`src/rtl/operand_regfile.sv`:
```
// operand_regfile: register file, operand capture with write forwarding, and flag register feeding the 8-bit ALU
//   clk, reset_n (sync, active low); issue_vld/stall/rd_addr_a/rd_addr_b -> op_a/op_b/op_vld
//   wr_en/wr_addr/wr_data writeback; flag_we/clr_c/sc_in/zero_in/pari_in -> carry_o/zero_flag/pari_flag
//   OPERAND_R0_ZERO_EN: register 0 reads as zero, ignores writes and is never forwarded
module operand_regfile #(
    parameter int DW = 8,
    parameter int NREG = 8,
    localparam int AW = $clog2(NREG)
) (
    input  logic          clk,
    input  logic          reset_n,
    input  logic          issue_vld,
    input  logic          stall,
    input  logic [AW-1:0] rd_addr_a,
    input  logic [AW-1:0] rd_addr_b,
    input  logic          wr_en,
    input  logic [AW-1:0] wr_addr,
    input  logic [DW-1:0] wr_data,
    input  logic          flag_we,
    input  logic          clr_c,
    input  logic          sc_in,
    input  logic          zero_in,
    input  logic          pari_in,
    output logic [DW-1:0] op_a,
    output logic [DW-1:0] op_b,
    output logic          op_vld,
    output logic          carry_o,
    output logic          zero_flag,
    output logic          pari_flag
);
`ifdef OPERAND_R0_ZERO_EN
    localparam bit R0Z = 1'b1;
`else
    localparam bit R0Z = 1'b0;
`endif
    logic [DW-1:0] regs [NREG];
    logic          wr_ok;
    logic [DW-1:0] fwd_a, fwd_b;
    always_comb begin
        wr_ok = wr_en && !(R0Z && wr_addr == '0);
        // a hard-wired zero register is checked first so it beats forwarding
        fwd_a = (R0Z && rd_addr_a == '0) ? '0 : (wr_ok && wr_addr == rd_addr_a) ? wr_data : regs[rd_addr_a];
        fwd_b = (R0Z && rd_addr_b == '0) ? '0 : (wr_ok && wr_addr == rd_addr_b) ? wr_data : regs[rd_addr_b];
    end
    always_ff @(posedge clk) begin
        if (!reset_n) begin
            for (int i = 0; i < NREG; i++) regs[i] <= '0;
        end else if (wr_ok) begin
            regs[wr_addr] <= wr_data;
        end
    end
    always_ff @(posedge clk) begin
        if (!reset_n) begin
            op_a   <= '0;
            op_b   <= '0;
            op_vld <= 1'b0;
        end else if (!stall) begin
            op_vld <= issue_vld;
            if (issue_vld) begin
                op_a <= fwd_a;
                op_b <= fwd_b;
            end
        end
    end
    always_ff @(posedge clk) begin
        if (!reset_n) begin
            carry_o   <= 1'b0;
            zero_flag <= 1'b0;
            pari_flag <= 1'b0;
        end else begin
            carry_o <= clr_c ? 1'b0 : flag_we ? sc_in : carry_o;
            if (flag_we) begin
                zero_flag <= zero_in;
                pari_flag <= pari_in;
            end
        end
    end
endmodule

```
`config.mk`:
```
export PLATFORM = sky130hd
export DESIGN_NAME = operand_regfile
export DESIGN_NICKNAME = d
export VERILOG_FILES = /design/src/rtl/operand_regfile.sv
export SDC_FILE = /design/constraint.sdc
export NUM_CORES = 1
export LEC_CHECK = 0
export ABC_AREA = 1
export CORE_MARGIN = 5
export CORE_UTILIZATION = 55
export CTS_CLUSTER_SIZE = 40
export DETAILED_ROUTE_END_ITERATION = 8
export HOLD_SLACK_MARGIN = 0.05
export PLACE_DENSITY = 0.77
export SETUP_SLACK_MARGIN = 0.5
export SYNTH_ARGS = -nofsm -noshare
export SYNTH_HDL_FRONTEND = slang
export SYNTH_SLANG_ARGS = --single-unit
```
`constraint.sdc`:
```
create_clock -name clk -period 1.45 [get_ports clk]
set_input_delay 0.29 -clock clk [delete_from_list [all_inputs] [get_ports clk]]
set_output_delay 0.29 -clock clk [all_outputs]
set_load 0.01 [all_outputs]
```
==> results.md, run 1 <==
- First-pass GRT wire length: 22.9 mm
- Synth top area share: 43.0%
- I/O pins: 47
- Fin crit period: 1.26 ns
- Ys flop type: edfxtp_1
- RSZ-0062 raised after global routing: true
- Lkg Pwr: 0.00280 uW
- Failing checks: design-rule violations
- Tot Pwr: 6090 uW
- Synthesis-to-layout area growth: 52.5%
- Hold crit path type: primary input to flop
- #FFs+latches synth: 84
- Worst skew pair latency: 0.37 ns
- CTS tree: built
- Antenna cells: 0
- Layout cells sized above 1: 46.3%
- Most common cell in the netlist: nand2_1
- Initial Util: 57.2%
- I/O Buffers: 46
- Initial antenna violation count: 0
- DP Cell Count: 726
- CTS buffer count: 9
- Vias in the first global route: 4209
- CTS max path bufs: 2
- Crit end category: flop
- Overflow after GRT: 0
- Die footprint: 10000 um2
- Crit path DAT: 1.52 ns
- DRT Pass-1 Iters: 9
- Final setup fails: 0
- CP Data Required Time: 1.71 ns
- Fin nets: 672
- Post-Syn Nets: 579
- Syn avg cell area: 8.09 um2
- Drc violations: 36
- Drt total wl: 17.0 mm
- CP max FO: 2
- WHS: 0.368 ns
- Die Width: 100 um
- Largest net degree at the start of global routing: 27
- Period utilisation layout: 86.9%
- Cell Pwr Density: 895 nW/um2
- Core ar.: 7810 um2
- Post-synth EDFFs: 64
- Die H: 100 um
- Peak VDD IR: 0.000907 V
- Gr usage total: 30.2%
- Hold buffer count at CTS: 0
- MaxCap Viol Count: 0
- Avg WL per Cell: 22.7 um
- Via count: 4732
- H-tree levels: 3
- Relative slew slack: 77.3%
- Top cells by area, synth: edfxtp_1 43%, nand2_1 9.1%, dfxtp_1 9.0%
- Final Hold Fails: 0
- Final Skew: 0.0129 ns
- Number of distinct library cells after synthesis: 23
- Site Rows: 32
- Fmax: 794 MHz
- Clk slew on worst S/H paths: 0.09 ns
- Post-Syn Area: 4470 um2
- Post-synth top cells: 108 x nand2_1, 85 x nor2_1, 73 x nand3_1
- Cells after Synth: 552
- Register area share after synthesis: 52.0%
- Finished Layout Cells: 752
- Critical path type: flop to flop
- Final Slew Violations: 0
- Ys async rst share: 0%
- HPWL Detailed: 10.3 mm
- Final weighted congestion in routability-driven placement: 0.934
- CTS Sinks: 84
- Leading area contributor after synthesis: edfxtp_1
- DRT iter0 DRCs: 936
- Yosys Warn Count: 0
- Worst Tran Pin Value: 0.341 ns
- Clock Root Buffer: clkbuf_8
- ANT nets after route: 0
- Worst setup SP type: flop
- DR vias/cell: 6.29
- Status: finished with violations
sequential cells by signal, indices dropped and copies added (netlist names):
name,count
regs,64
op_a,8
op_b,8
carry_o,1
op_vld,1
pari_flag,1
zero_flag,1
stage by stage:
stage	setup TNS [ns]	cell area, um2	setup slack, ns	utilization [%]
after floorplan	0	4690	0.230	-
after global placement	-54.59	5530	-0.455	70.8
after detailed placement	-60.63	5530	-0.466	70.8
after CTS	0	6190	0.337	79.3
after global routing	0	6810	0.178	87.2
final	0	6810	0.190	87.2
worst max-delay path, cell delays in order (launching register included):
cell and delay, ns:
edfxtp_1 0.43, inv_1 0.14, a21oi_1 0.08, o21ai_0 0.12, nand3_1 0.21, nand3_2 0.12, a21oi_1 0.06
report_power, final:
group          switching, uW  internal [uW]  total [uW]  leakage [uW]
combinational            775            522        1300       0.00191
clock                    956            981        1940      0.000108
sequential               114           2750        2860      0.000785
cell families after synthesis:
| family | Yosys count | synth area share [%] |
|---|---|---|
| AOI/OAI and AO/OA | 105 | 13.2 |
| buffers and inverters | 87 | 8.74 |
| DFF | 84 | 52.0 |
| and+or+nand+nor | 276 | 26.0 |
layout make-up:
class                           instances  area (um2)
Clock buffer                            9         124
Clock inverter                          7        97.6
Fill cell                             368         998
Inverter                               59         256
Multi-Input combinational cell        382        2630
Sequential cell                        84        2350
Tap cell                              102         128
Timing Repair Buffer                  109        1220
per-layer routing:
metal  track usage (%)  vias to the layer above  share of wire [%]
li1                  -                     2047                  -
met1              41.1                     2203                 36
met2              48.1                      390                 47
met3              6.12                       92                 12
met4              11.1                        0                4.7
met5                 0                        -                  0
repair_timing:
action                                  4_1_cts  5_1_grt
buffers inserted                              4        4
cloned                                        2        0
gates resized for setup                     269      165
endpoints found under the setup margin      168      155
pin swaps                                    86       42
worst paths after layout:
check / start / to / slack, ns / cells after the start
worst min register to register: op_vld$_SDFFE_PN0N_ / op_vld$_SDFFE_PN0N_ / 0.47 / 2
worst min-delay path: stall / op_vld$_SDFFE_PN0N_ / 0.37 / 3
worst max register to register: regs[5][7]$_SDFFCE_PN0P_ / op_a[7]$_SDFFE_PN0P_ / 0.19 / 6
worst max-delay path: regs[5][7]$_SDFFCE_PN0P_ / op_a[7]$_SDFFE_PN0P_ / 0.19 / 6
layout by cell type, fill, tap and decap left out, types with 11 or more instances in the layout:
master	n
dfxtp_2	20
o21ai_0	34
nor2_4	54
edfxtp_1	64
buf_12	13
nand3_2	29
nor2_2	13
nand2_1	79
inv_2	17
nor2_1	23
o21ai_1	12
nand3_1	44
o211ai_1	20
clkdlybuf4s50_1	11
buf_6	35
nand2_8	11
nand2_2	13
inv_1	29
a21oi_1	27
buf_4	30
Power figures use the tool's default switching activity.
==> inputs of run 2 (changes only) <==
Settings changed: SLEW_MARGIN from default to 20.
==> results of run 2 <==
The final DEF is identical to that of run 1; final timing and power are the same.
==> inputs of run 3 (changes only) <==
Settings changed: CORE_UTILIZATION 55 to 40, CTS_CLUSTER_SIZE 40 to 25, PLACE_DENSITY 0.77 to 0.59.
==> run 3 against run 2 <==
Compared with the run above:
- the run now ends clean
- sequential power about the same
- first-iteration DRC count decreased by 58%
- critical path type is now flop to output port
- sequential share of layout area increased by 0.71 points
- combinational power decreased by 4%
- power decreased by 2.7%
- largest power group unchanged
- critical path depth decreased by 5
- routed wire length decreased by 15%
- utilization decreased by 26 points
- global-route usage decreased by 7.9 points
==> results.md, run 3 (synthesis gave the netlist of run 1 again) <==
- Synthesis-to-layout area growth: 49.4% (was 52.5%)
- Fmax: 893 MHz (was 794 MHz)
- Lkg Pwr: 0.00281 uW (was 0.00280 uW)
- Worst setup SP type: flop (unchanged)
- Clock Power Share: 30.9% (was 31.8%)
- Core ar.: 10900 um2 (was 7810 um2)
- Crit end category: output port (was flop)
- CP peak stage delay: 0.34 ns (was 0.43 ns)
- DR vias/cell: 5.34 (was 6.29)
- Finished Cell Area: 6670 um2 (was 6810 um2)
- Hold crit path type: primary input to flop (unchanged)
- Clk slew on worst S/H paths: 0.09 ns (about the same)
- Most common cell after layout, fill and taps aside: nand2_1 (unchanged)
- Final Hold Fails: 0 (unchanged)
- DRT Pass-1 Iters: 5 (was 9)
- DP Cell Count: 765 (was 726)
- Status: completed (was finished with violations)
- Peak VDD IR: 0.000486 V (was 0.000907 V)
- HPWL Detailed: 10.5 mm (was 10.3 mm)
- Worst r2r dst: op_b[7]$_SDFFE_PN0P_ (was op_a[7]$_SDFFE_PN0P_)
- Final weighted congestion in routability-driven placement: 0.929 (was 0.934)
- Final core occ: 61.3% (was 87.2%)
- Drc violations: 0 (was 36)
- R2r startpoint: regs[5][7]$_SDFFCE_PN0P_ (unchanged)
- Cell Pwr Density: 889 nW/um2 (was 895 nW/um2)
- Crit path DAT: 0.83 ns (was 1.52 ns)
- FF-to-FF setup slack: 0.37 ns (was 0.19 ns)
- Initial antenna violation count: 0 (unchanged)
- P_int: 4240 uW (was 4250 uW)
- Dpl cell area: 5610 um2 (was 5530 um2)
- Drt total wl: 14.5 mm (was 17.0 mm)
- Clock Root Buffer: clkbuf_8 (unchanged)
- Die H: 116 um (was 100 um)
- Part of the power in registers: 48.0% (was 46.9%)
- Critical path type: flop to output port (was flop to flop)
- Relative slew slack: 75.5% (was 77.3%)
- Antenna cells: 0 (unchanged)
- Met3 Track Usage GR: 7.21% (was 6.12%)
- Final setup fails: 0 (unchanged)
- Fill count: 965 (was 368)
- ANT nets after route: 0 (unchanged)
- CP Depth: 1 (was 6)
- I/O pins: 47 (unchanged)
- Met1 Usage GRT: 29.3% (was 41.1%)
- CTS tree: built (unchanged)
- Critical Path Start: op_a[3]$_SDFFE_PN0P_ (was regs[5][7]$_SDFFCE_PN0P_)
- Reg2reg path depth: 6 (unchanged)
- Die footprint: 13400 um2 (was 10000 um2)
- M2 GR Usage: 34.1% (was 48.1%)
- Via count: 4254 (was 4732)
- Die Width: 116 um (was 100 um)
- Delay-heaviest family, CP: flip-flops (unchanged)
- Site Rows: 38 (was 32)
- DRT iter0 DRCs: 395 (was 936)
- Slowest cell on crit path: dfxtp_2 (was edfxtp_1)
- CP Data Required Time: 1.16 ns (was 1.71 ns)
- Worst Tran Pin Value: 0.368 ns (was 0.341 ns)
- H-tree levels: 3 (unchanged)
- CTS buffer count: 9 (unchanged)
- Worst path cell trace: buf_6 (was inv_1, a21oi_1, o21ai_0, nand3_1, nand3_2, a21oi_1)
- Gr usage total: 22.3% (was 30.2%)
- Period utilisation layout: 77.2% (was 86.9%)
- Layout cells sized above 1: 47.0% (was 46.3%)
- Initial Util: 41.0% (was 57.2%)
- Overflow after GRT: 0 (unchanged)
- Finished Layout Cells: 796 (was 752)
- Tot Pwr: 5930 uW (was 6090 uW)
- I/O Buffers: 46 (unchanged)
- Worst skew pair latency: 0.38 ns (was 0.37 ns)
- CTS Sinks: 84 (unchanged)
- MaxCap Viol Count: 0 (unchanged)
- Largest register FFs: 64 (unchanged)
- Final Skew: 0.0115 ns (was 0.0129 ns)
- Largest net degree at the start of global routing: 27 (unchanged)
- RSZ-0062 raised after global routing: true (unchanged)
- Register name with the most flops: regs (unchanged)
- Setup_tns: 0 ns (unchanged)
- Vias in the first global route: 4100 (was 4209)
- Fin nets: 678 (was 672)
- Psw: 1690 uW (was 1840 uW)
- CP Capture Point: op_a[3] (was op_a[7]$_SDFFE_PN0P_)
- Worst hold start: stall (unchanged)
- Commonest cells after routing, fill and taps aside: 75 x nand2_1, 64 x edfxtp_1, 54 x nor2_1 (was 79 x nand2_1, 64 x edfxtp_1, 54 x nor2_4)
- Avg WL per Cell: 18.2 um (was 22.7 um)
- CP max FO: 2 (unchanged)
- First-pass GRT wire length: 22.2 mm (was 22.9 mm)
- CTS max path bufs: 2 (unchanged)
- Worst Path Buf+Inv: 1 (unchanged)
- Final Slew Violations: 0 (unchanged)
- Biggest regs: regs x64, op_a x8, op_b x8 (unchanged)
- Top Usage Layer GRT: met2 (unchanged)
- Combinational share of power: 21.1% (was 21.3%)
- Fin crit period: 1.12 ns (was 1.26 ns)
- Switch share: 28.5% (was 30.3%)
## run 3: power by group through the flow
stage / clock network [uW] / logic, uW / registers (uW)
3_3_place_gp: 0 / 985 / 2870
5_1_grt: 1970 / 1350 / 2860
3_5_place_dp: 0 / 992 / 2870
4_1_cts: 1860 / 1120 / 2830
2_1_floorplan: 0 / 545 / 2860
6_report: 1830 / 1250 / 2840
## run 3: what timing repair did
| action | in CTS | in global routing |
|---|---|---|
| setup buffers | 6 | 5 |
| pin swaps | 88 | 71 |
| cloned | 4 | 0 |
| endpoints found under the setup margin | 168 | 127 |
| hold buffers | 0 | 0 |
| hold endpoints to repair | 0 | 0 |
| resized for setup | 263 | 118 |
## run 3: final cells by class
class / count / area [um2] / area share [%]
sequential: 84 / 2350 / 35.2
inverter: 59 / 259 / 3.88
clock buffer: 9 / 124 / 1.86
tap: 140 / 175 / 2.63
multi-input combinational: 383 / 2480 / 37.2
timing repair buffer: 114 / 1190 / 17.9
clock inverter: 7 / 90.1 / 1.35
## run 3: how the worst min path moves through the flow
| stage | cells past startpoint | slack [ns] | end |
|---|---|---|---|
| floorplan | 1 | 0.37 | carry_o$_SDFFE_PP0P_ |
| global placement | 2 | 0.44 | op_vld$_SDFFE_PN0N_ |
| detailed placement | 2 | 0.45 | op_a[4]$_SDFFE_PN0P_ |
| CTS | 3 | 0.34 | op_vld$_SDFFE_PN0N_ |
| global route | 3 | 0.36 | op_vld$_SDFFE_PN0N_ |
| finish | 3 | 0.36 | op_vld$_SDFFE_PN0N_ |
## run 3: layer usage
layer	wire (um)	part of all wire, %	up-vias
li1	-	-	2052
met1	5910	41	2001
met2	6820	47	171
met3	1330	9.2	30
met4	450	3.1	0
met5	0	0	-
## run 3: per-stage QoR
step	setup WS (ns)	hold WS (ns)
2_1_floorplan	0.230	0.369
3_3_place_gp	-0.469	0.445
3_5_place_dp	-0.511	0.455
4_1_cts	0.318	0.344
5_1_grt	0.298	0.358
6_report	0.330	0.357
